<file path="src/rtl/ac1_ctrl.sv">
// rtl/ac1_ctrl.sv - AC1 accumulator sequencer: MSB-first shift-and-add over popcount beats
// Optional signed first plane: define AC1_CTRL_SIGNED_EN.
module ac1_ctrl #(
  parameter int M = 16,
  parameter int BITS = 8,
  localparam int PW = $clog2(M) + 1,
  localparam int NW = $clog2(BITS) + 1,
  localparam int ACC_W = $clog2(M) + BITS + 1
) (
  input  logic             clk,
  input  logic             rst_n,
  input  logic             start,
  input  logic [NW-1:0]    nbits,
  input  logic             ba_valid,
  input  logic [PW-1:0]    ba_data,
  output logic             ba_ready,
  output logic             res_valid,
  output logic [ACC_W-1:0] res_data,
  input  logic             res_ready,
  output logic             busy,
  output logic             err
);

  typedef enum logic [1:0] {IDLE, ACC, DONE} state_t;

  state_t           state_q, state_d;
  logic [ACC_W-1:0] acc_q;
  logic [NW-1:0]    cnt_q;
  logic [NW-1:0]    nb_q;
  logic             err_q;
  logic             legal;
  logic             beat;
  logic             last;
  logic             accepting;
  logic             load;

  assign legal = (nbits != '0) && (nbits <= NW'(BITS));
  assign beat  = (state_q == ACC) && ba_valid;
  assign last  = (cnt_q == nb_q - NW'(1));

  // start is only looked at in IDLE or while the result is being taken
  always_comb begin
    state_d   = state_q;
    accepting = 1'b0;
    load      = 1'b0;
    case (state_q)
      IDLE: begin
        accepting = 1'b1;
        if (start && legal) begin
          state_d = ACC;
          load    = 1'b1;
        end
      end
      ACC: begin
        if (beat && last) state_d = DONE;
      end
      DONE: begin
        if (res_ready) begin
          accepting = 1'b1;
          if (start && legal) begin
            state_d = ACC;
            load    = 1'b1;
          end else begin
            state_d = IDLE;
          end
        end
      end
      default: state_d = IDLE;
    endcase
  end

  always_ff @(posedge clk) begin
    if (!rst_n) state_q <= IDLE;
    else        state_q <= state_d;
  end

  always_ff @(posedge clk) begin
    if (!rst_n) begin
      acc_q <= '0;
      cnt_q <= '0;
      nb_q  <= '0;
      err_q <= 1'b0;
    end else begin
      err_q <= accepting && start && !legal;
      if (load) begin
        acc_q <= '0;
        cnt_q <= '0;
        nb_q  <= nbits;
      end else if (beat) begin
        cnt_q <= cnt_q + NW'(1);
`ifdef AC1_CTRL_SIGNED_EN
        // MSB plane carries negative weight in two's complement
        if (cnt_q == '0) acc_q <= '0 - ACC_W'(ba_data);
        else             acc_q <= {acc_q[ACC_W-2:0], 1'b0} + ACC_W'(ba_data);
`else
        acc_q <= {acc_q[ACC_W-2:0], 1'b0} + ACC_W'(ba_data);
`endif
      end
    end
  end

  assign ba_ready  = (state_q == ACC);
  assign res_valid = (state_q == DONE);
  assign busy      = (state_q != IDLE);
  assign res_data  = acc_q;
  assign err       = err_q;

endmodule
</file>
<file path="config.mk">
export PLATFORM = sky130hd
export DESIGN_NAME = ac1_ctrl
export DESIGN_NICKNAME = d
export VERILOG_FILES = /design/src/rtl/ac1_ctrl.sv
export SDC_FILE = /design/constraint.sdc
export NUM_CORES = 1
export LEC_CHECK = 0
export ABC_AREA = 1
export CORE_MARGIN = 2
export CORE_UTILIZATION = 24
export DETAILED_ROUTE_END_ITERATION = 12
export PLACE_DENSITY_LB_ADDON = 0.05
export SETUP_SLACK_MARGIN = 0.4
export SYNTH_ARGS = -nofsm -noshare
export SYNTH_HDL_FRONTEND = slang
export SYNTH_SLANG_ARGS = --single-unit
</file>
<file path="constraint.sdc">
create_clock -name clk -period 2.89 [get_ports clk]
set_clock_uncertainty 0.2 [all_clocks]
set_input_delay 0.578 -clock clk [delete_from_list [all_inputs] [get_ports clk]]
set_output_delay 0.578 -clock clk [all_outputs]
set_load 0.05 [all_outputs]
</file>
==> flow_summary.yaml, run 1 <==
outcome:
  outcome: "completed"
sta:
  setup_slack_ns: 0.517
  period_share_pct: 82.1
  relSlewSlack_pct: 66.6
  tightest_slew_ns: 0.500
  post-route-min-period_ns: 2.37
  setup_viol: 0
  fin_setup_tns_ns: 0
  slew_viol_final: 0
  fmax_ghz: 0.421
  rsz0062_at_grt: "no"
  hold_viol: 0
synth:
  ys_ff_latch: 24
  synth-async-reset-ratio_pct: 0
  ys.flop_type: "dfxtp_1"
  synth-edff-count: 0
  synth_area_um2: 1500
  synth_warnings: 0
  ys_seq_area_share_pct: 32.1
  synthDistinctLibCells: 27
  synth_area_per_cell_um2: 6.65
  synth_fp_nets: 246
  synth_cells: 225
global_route:
  grtUsageMet1_pct: 14.6
  grt_max_degree: 21
  use_met3_pct: 1.89
  antenna_found_initial: 0
  grt_pass1_wl_um: 6490
  first_global_vias: 1435
  overflow: 0
  busiest_layer: "met2"
  gr-usage-met2_pct: 18.8
  grt_usage_pct: 11.4
clock_tree:
  cts_hold_buf: 0
  clk_pin_slew_ns: 0.08
  worstSkewPairLatency_ns: 0.26
  clk_path_buf_depth: 2
  root_buffer: "clkbuf_8"
  h-tree-depth: 1
  post_cts_resized: 0
  cts_made_buffers: 3
  cts_tree: "done"
  clock-sinks: 24
  post_cts_buffers: 0
routing:
  vias: 1398
  initialDrtViolationCount: 30
  drtAntennaViolNets: 0
  finalWirelength_um: 3600
  drt-vias-per-instance: 4.25
  dr.pass1.iters: 4
  wl_per_cell_um: 10.9
  drc_errors: 0
die:
  dieArea_um2: 6880
  core_area_um2: 5990
  start_util_pct: 25.0
  rows: 28
  die_y_um: 83.0
  die_x_um: 83.0
  ioPinCount: 31
setup_path:
  worstPathMaxFanout: 4
  arrival_ns: 1.59
  start_kind: "register"
  critPathKind: "register to output pin"
  critPathMaxStageDelay_ns: 0.79
  crit_family: "buffers and inverters"
  critPathBufInv: 3
  r2r_slack_ns: 1.00
  cp_slowest_cell: "clkdlybuf4s50_1"
  crit_path_end_kind: "output pin"
  worstPathRequired_ns: 2.11
  cp_cell_sequence: "inv_2 -> nand2_2 -> inv_1 -> clkdlybuf4s50_1"
placement:
  numPortBuffers: 30
  gp_congestion: 0.804
  pre_cts_slack_ns: 0.308
  hpwlAfterDp_um: 2760
cells_and_area:
  fin_nets: 277
  nFillCells: 689
  post_route_cells_drive_above_1_share_pct: 6.69
  area_growth_syn_to_layout_pct: 26.3
  diodes: 0
pwr:
  vdd.ir_drop.worst_v: 0.000156
  p_per_area_nw_per_um2: 380
  p_leak_uw: 0.000806
worst_hold_path:
  hold_path.class: "register to register"
run:
  maxCapViolCount: 0
==> area by class of cell <==
| class | count | area, µm² | share of cell area [%] |
|---|---|---|---|
| Multi-Input combinational cell | 161 | 835 | 44.2 |
| Sequential cell | 24 | 480 | 25.4 |
| Timing Repair Buffer | 31 | 308 | 16.3 |
| Inverter | 35 | 131 | 6.95 |
| Tap cell | 75 | 93.8 | 4.97 |
| Clock buffer | 3 | 41.3 | 2.19 |
==> registers in the layout, indices dropped and copies added, names as in the netlist <==
name / count
cnt_q: 4
err: 1
res_data: 13
nb_q: 4
state_q: 2
==> stage by stage <==
step | hold slack, ns | cell area (µm²) | std cells | total power, µW | util (%)
5_1_grt | 0.299 | 1890 | 329 | 776 | 31.5
4_1_cts | 0.275 | 1890 | 329 | 738 | 31.5
3_5_place_dp | 0.262 | 1850 | 326 | 533 | 30.8
3_3_place_gp | 0.268 | 1850 | 326 | 536 | 30.8
6_report | 0.271 | 1890 | 329 | 718 | 31.5
2_1_floorplan | 0.243 | 1500 | 225 | 480 | -
==> path summary, 6_finish.rpt <==
path                                               start  depth (start not counted)                  endpoint
worst max-delay path             state_q[1]$_SDFFE_PN0P_                          4                  ba_ready
worst min-delay path                nb_q[3]$_SDFFE_PN0P_                          2      nb_q[3]$_SDFFE_PN0P_
worst max register to register  res_data[0]$_SDFFE_PP0P_                          8  res_data[9]$_SDFFE_PP0P_
worst min register to register      nb_q[3]$_SDFFE_PN0P_                          2      nb_q[3]$_SDFFE_PN0P_
==> cells by family after synthesis <==
kind of cell	count (synthesis)	synth area share (%)
AO/OA/AOI/OAI	29	10.1
XOR/XNOR	6	3.51
adder cells (fa/ha/maj)	7	6.35
buffers and inverters	40	12.1
flip-flops	24	32.1
AND/OR/NAND/NOR	119	35.8
==> placed cells by master (no fill, tap or decap), drive strengths merged <==
master,Yosys,final
nor3,1,1
a21oi,19,19
nand4,1,1
buf,5,1
nor2,22,22
nor4,1,1
o21ai,9,9
ha,6,6
fa,1,1
or2,1,1
xnor2,2,2
dfxtp,24,24
clkdlybuf4s50,0,30
nand3,23,23
nand2,67,67
o211ai,1,1
inv,35,35
clkbuf,0,3
xor2,4,4
nor3b,1,1
nand3b,2,2
==> power breakdown <==
group | leakage [µW] | internal, µW | switching, µW | total [µW]
Clock | 0.0000216 | 93.1 | 102 | 195
Combinational | 0.000589 | 64.4 | 102 | 167
Sequential | 0.000195 | 344 | 11.5 | 356
==> synth_stat cells, types with 3 or more instances <==
| cell type | n | area share [%] |
|---|---|---|
| a21oi_1 | 19 | 6.4 |
| dfxtp_1 | 24 | 32 |
| nand2_2 | 3 | 1.3 |
| nor2_1 | 19 | 4.8 |
| inv_1 | 33 | 8.3 |
| nand2_1 | 64 | 16 |
| xor2_1 | 4 | 2.3 |
| nand3_1 | 22 | 7.4 |
| ha_1 | 6 | 5.0 |
| buf_6 | 4 | 3.0 |
| o21ai_0 | 7 | 2.3 |
==> worst min-delay path: cells and delay by family (launching register included) <==
family	cells	cell delay, ns
AO/OA/AOI/OAI	1	0.05
buffers and inverters	1	0.06
flip-flops	1	0.32
==> per-layer routing <==
layer	vias up	share of wire [%]
li1	768	-
met1	595	47
met2	27	47
met3	8	3.0
met4	0	2.6
met5	-	0
Power figures use the tool's default switching activity.
==> run 2: changes to the inputs <==
clock period = 2.4 ns   (was 2.89 ns; I/O delays follow)
==> run 2 against run 1 <==
Compared with the run above:
- sequential share of layout area down 1.7 points
- die area stayed put
- sequential power up 21%
- total power rose by 40%
- core utilization grew 2.3 points
- count of clock-buffer cells in the layout stayed put
- non-clock buffer count rose by 7
- hold slack about the same
- critical path depth fell by 3
- worst setup slack got worse by 0.052 ns
==> flow_summary.yaml, run 2 (synthesis gave the netlist of run 1 again) <==
setup_path:
  cp.depth: 1
  critPathMaxStageDelay_ns: 0.54
  cp_cell_sequence: "clkdlybuf4s15_1"
  critPathBufInv: 1
  critPathKind: "register to output pin"
  arrival_ns: 1.25
  start_kind: "register"
  cp_slowest_cell: "clkdlybuf4s15_1"
  crit_family: "buffers and inverters"
  worstPathMaxFanout: 6
  worstPathRequired_ns: 1.72
  crit_path_end_kind: "output pin"
  r2r_slack_ns: 0.64
  rr_worst_depth: 8
sta:
  post-route-min-period_ns: 1.93
  fin_setup_tns_ns: 0
  slew_viol_final: 0
  hold_viol: 0
  fmax_ghz: 0.517
  period_share_pct: 80.6
  rsz0062_at_grt: "no"
  tightest_slew_ns: 0.503
  setup_viol: 0
  relSlewSlack_pct: 66.6
routing:
  finalWirelength_um: 3790
  drt-vias-per-instance: 4.26
  wl_per_cell_um: 11.2
  initialDrtViolationCount: 46
  drtAntennaViolNets: 0
  dr.pass1.iters: 6
  vias: 1436
  drc_errors: 0
clock_tree:
  clk_path_buf_depth: 2
  h-tree-depth: 1
  cts_hold_buf: 0
  cts_tree: "done"
  worstSkewPairLatency_ns: 0.27
  clock-sinks: 24
  cts_made_buffers: 3
  clk_pin_slew_ns: 0.10
  root_buffer: "clkbuf_8"
cells_and_area:
  post_route_cells_drive_above_1_share_pct: 17.9
  diodes: 0
  largest_register_ffs: 13
  fin_util_pct: 33.9
  layout_common_cells: "nand2_1, inv_1, dfxtp_1"
  area_growth_syn_to_layout_pct: 35.6
  mostFrequentLayoutCell: "nand2_1"
  fin_nets: 284
global_route:
  grt_max_degree: 15
  antenna_found_initial: 0
  grt_usage_pct: 11.5
  overflow: 0
  first_global_vias: 1476
  grt_pass1_wl_um: 6590
placement:
  gp_congestion: 0.806
  numPortBuffers: 30
  hpwlAfterDp_um: 2840
worst_hold_path:
  hold_depth: 2
  hold_path.class: "register to register"
die:
  start_util_pct: 25.0
  rows: 28
  core_area_um2: 5990
  ioPinCount: 31
  dieArea_um2: 6880
  die_x_um: 83.0
  die_y_um: 83.0
outcome:
  outcome: "completed"
pwr:
  p_leak_uw: 0.000939
  p_per_area_nw_per_um2: 497
  vdd.ir_drop.worst_v: 0.000184
run:
  maxCapViolCount: 0
run 2: cell count changes in the layout (fill, tap and decap cells not counted), sizes merged:
cell | previous run | this run
buf | 1 | 8
bufinv | 0 | 1
clkbuf | 3 | 7
clkdlybuf4s15 | 0 | 3
clkdlybuf4s50 | 30 | 11
dlygate4sd2 | 0 | 10
dlymetal6s2s | 0 | 2
run 2: layout make-up:
type / instances / area [µm²]
fill: 681 / 3960
inverter: 35 / 131
timing repair buffer: 38 / 338
sequential: 24 / 482
clock buffer: 3 / 41.3
multi-input combinational: 161 / 913
tap: 75 / 93.8
clock inverter: 1 / 30.0
run 2: worst paths after layout:
kind | startpoint | to
worst max-delay path | res_data[8]$_SDFFE_PP0P_ | res_data[8]
worst min-delay path | nb_q[3]$_SDFFE_PN0P_ | nb_q[3]$_SDFFE_PN0P_
worst max register to register | res_data[0]$_SDFFE_PP0P_ | res_data[9]$_SDFFE_PP0P_
worst min register to register | nb_q[3]$_SDFFE_PN0P_ | nb_q[3]$_SDFFE_PN0P_
run 2: metal layers:
layer | track usage [%] | wire length (µm)
met5 | 0 | 0
met4 | 5.37 | 61
met1 | 13.9 | 1880
met3 | 2.39 | 142
met2 | 19.4 | 1710
run 2: tightest hold or removal path, stage by stage (launching register included):
cell	delay, ns
dfxtp_1	0.32
inv_1	0.06
a21oi_1	0.05
run 2: where the power goes:
part / switching (µW) / internal (µW)
Sequential: 14.7 / 415
Combinational: 131 / 82.4
Clock: 142 / 223
run 2: timing repair:
action                     CTS  global route
setup endpoints to repair   21            14
cloned                       0             0
setup buffers                0             0
resized for setup           23            28
pin swaps                    0             5
run 2: metrics by stage:
step	total power, µW	instances	area [µm²]	hold WS (ns)	setup slack, ns
6_report	1010	337	2030	0.271	0.465
5_1_grt	1080	337	2030	0.294	0.400
4_1_cts	1030	337	1960	0.282	0.349
3_5_place_dp	652	333	1900	0.262	0.00123
3_3_place_gp	655	333	1900	0.264	0.0246
2_1_floorplan	578	225	1500	0.243	0.445
==> run 3: changes to the inputs <==
clock period = 2 ns   (was 2.4 ns; I/O delays follow)
==> run 3 against run 2 <==
Compared with the run above:
- sequential cell count unchanged
- die area is the same
- cell area grew 11%
- critical path depth is 7 higher
- sequential power rose by 20%
- register-to-register slack worse by 0.28 ns
- count of clock-buffer cells in the layout up 1
- largest cell class unchanged
==> flow_summary.yaml, run 3 (synthesis gave the netlist of run 1 again) <==
clock_tree:
  clk_path_buf_depth: 2
  cts_made_buffers: 3
  clock-sinks: 24
  clk_pin_slew_ns: 0.10
  root_buffer: "clkbuf_8"
  cts_tree: "done"
  h-tree-depth: 1
  worstSkewPairLatency_ns: 0.28
setup_path:
  critPathKind: "register to register"
  start_kind: "register"
  worstPathRequired_ns: 1.98
  worstPathMaxFanout: 3
  crit_path_end_kind: "register"
  arrival_ns: 1.62
routing:
  drt-vias-per-instance: 4.30
  finalWirelength_um: 3920
  dr.pass1.iters: 4
  wl_per_cell_um: 11.3
  initialDrtViolationCount: 51
  vias: 1493
  drc_errors: 0
  drtAntennaViolNets: 0
sta:
  rsz0062_at_grt: "yes"
  setup_slack_ns: 0.363
  hold_viol: 0
  post-route-min-period_ns: 1.64
  slew_viol_final: 0
  tightest_slew_ns: 0.215
  fmax_ghz: 0.611
  period_share_pct: 81.8
  setup_viol: 0
  relSlewSlack_pct: 85.6
global_route:
  antenna_found_initial: 0
  grt_max_degree: 15
  overflow: 0
  grt_pass1_wl_um: 6650
  grt_usage_pct: 11.7
  first_global_vias: 1429
cells_and_area:
  multi_input_area_um2: 988
  nFillCells: 641
  area_growth_syn_to_layout_pct: 50.3
  largest_register_ffs: 13
  fin_nets: 294
  area.sequential_um2: 509
  mostFrequentLayoutCell: "nand2_1"
  layout_common_cells: "nand2_1, inv_1, buf_4"
  post_route_cells_drive_above_1_share_pct: 34.6
  diodes: 0
pwr:
  p_per_area_nw_per_um2: 545
  p_leak_uw: 0.000995
  vdd.ir_drop.worst_v: 0.000242
  total_power_uw: 1230
placement:
  gp_congestion: 0.778
  numPortBuffers: 30
  hpwlAfterDp_um: 3020
  pre_cts_slack_ns: -0.213
worst_hold_path:
  hold_path.class: "register to register"
outcome:
  outcome: "completed"
die:
  start_util_pct: 25.0
  die_x_um: 83.0
  core_area_um2: 5990
  dieArea_um2: 6880
  rows: 28
  ioPinCount: 31
  die_y_um: 83.0
run:
  maxCapViolCount: 0
-- run 3: cell count changes in the layout (fill, tap and decap cells not counted), sizes merged --
cell	delta
bufinv	-1
clkdlybuf4s50	-8
dlygate4sd2	-2
clkdlybuf4s15	-2
dlymetal6s2s	-1
buf	+27
clkbuf	-3
-- run 3: metal layers --
metal	up-vias	GRT usage, %	routed length (µm)
met3	2	2.88	137
met1	665	15.3	2010
met5	-	0	0
li1	803	-	-
met2	23	19.3	1740
met4	0	2.68	33
-- run 3: where the power goes --
| group | switching [µW] | total (µW) | internal, µW |
|---|---|---|---|
| registers | 19.7 | 516 | 496 |
| logic | 174 | 311 | 137 |
| clock network | 181 | 399 | 218 |
| total | 374 | 1230 | 851 |
-- run 3: timing repair --
item / 4_1_cts / 5_1_grt
cloned: 1 / 0
hold buffers: 0 / 0
resized for setup: 32 / 17
setup buffers: 5 / 1
setup endpoints to repair: 25 / 15
pin swaps: 12 / 8
-- run 3: path summary, 6_finish.rpt --
check / from / to / slack (ns) / cells past startpoint
max: res_data[0]$_SDFFE_PP0P_ / res_data[9]$_SDFFE_PP0P_ / 0.36 / 8
min: nb_q[3]$_SDFFE_PN0P_ / nb_q[3]$_SDFFE_PN0P_ / 0.28 / 2
max reg2reg: res_data[0]$_SDFFE_PP0P_ / res_data[9]$_SDFFE_PP0P_ / 0.36 / 8
min reg2reg: nb_q[3]$_SDFFE_PN0P_ / nb_q[3]$_SDFFE_PN0P_ / 0.28 / 2
-- run 3: layout make-up --
type / instances / share of cell area [%]
Multi-Input combinational cell: 161 / 43.9
Sequential cell: 24 / 22.6
Timing Repair Buffer: 48 / 20.4
Inverter: 35 / 5.95
Tap cell: 75 / 4.17
Clock buffer: 4 / 2.95
-- run 3: worst max-delay path, stage by stage (launching register included) --
cell and delay (ns):
dfxtp_4 0.36, ha_4 0.16, fa_2 0.38, nand3_2 0.10
nand2_2 0.06, nand2_2 0.06, o21ai_1 0.05, a21oi_1 0.12
nor2_1 0.05
-- run 3: per-stage QoR --
step | setup TNS [ns] | instance area (µm²) | utilization [%] | hold slack [ns] | cells
floorplan | 0 | 1570 | - | 0.243 | 225
global placement | -1.42 | 2000 | 33.3 | 0.276 | 336
detailed placement | -1.45 | 2000 | 33.3 | 0.259 | 336
CTS | 0 | 2170 | 36.2 | 0.282 | 346
global route | 0 | 2250 | 37.6 | 0.297 | 347
finish | 0 | 2250 | 37.6 | 0.281 | 347
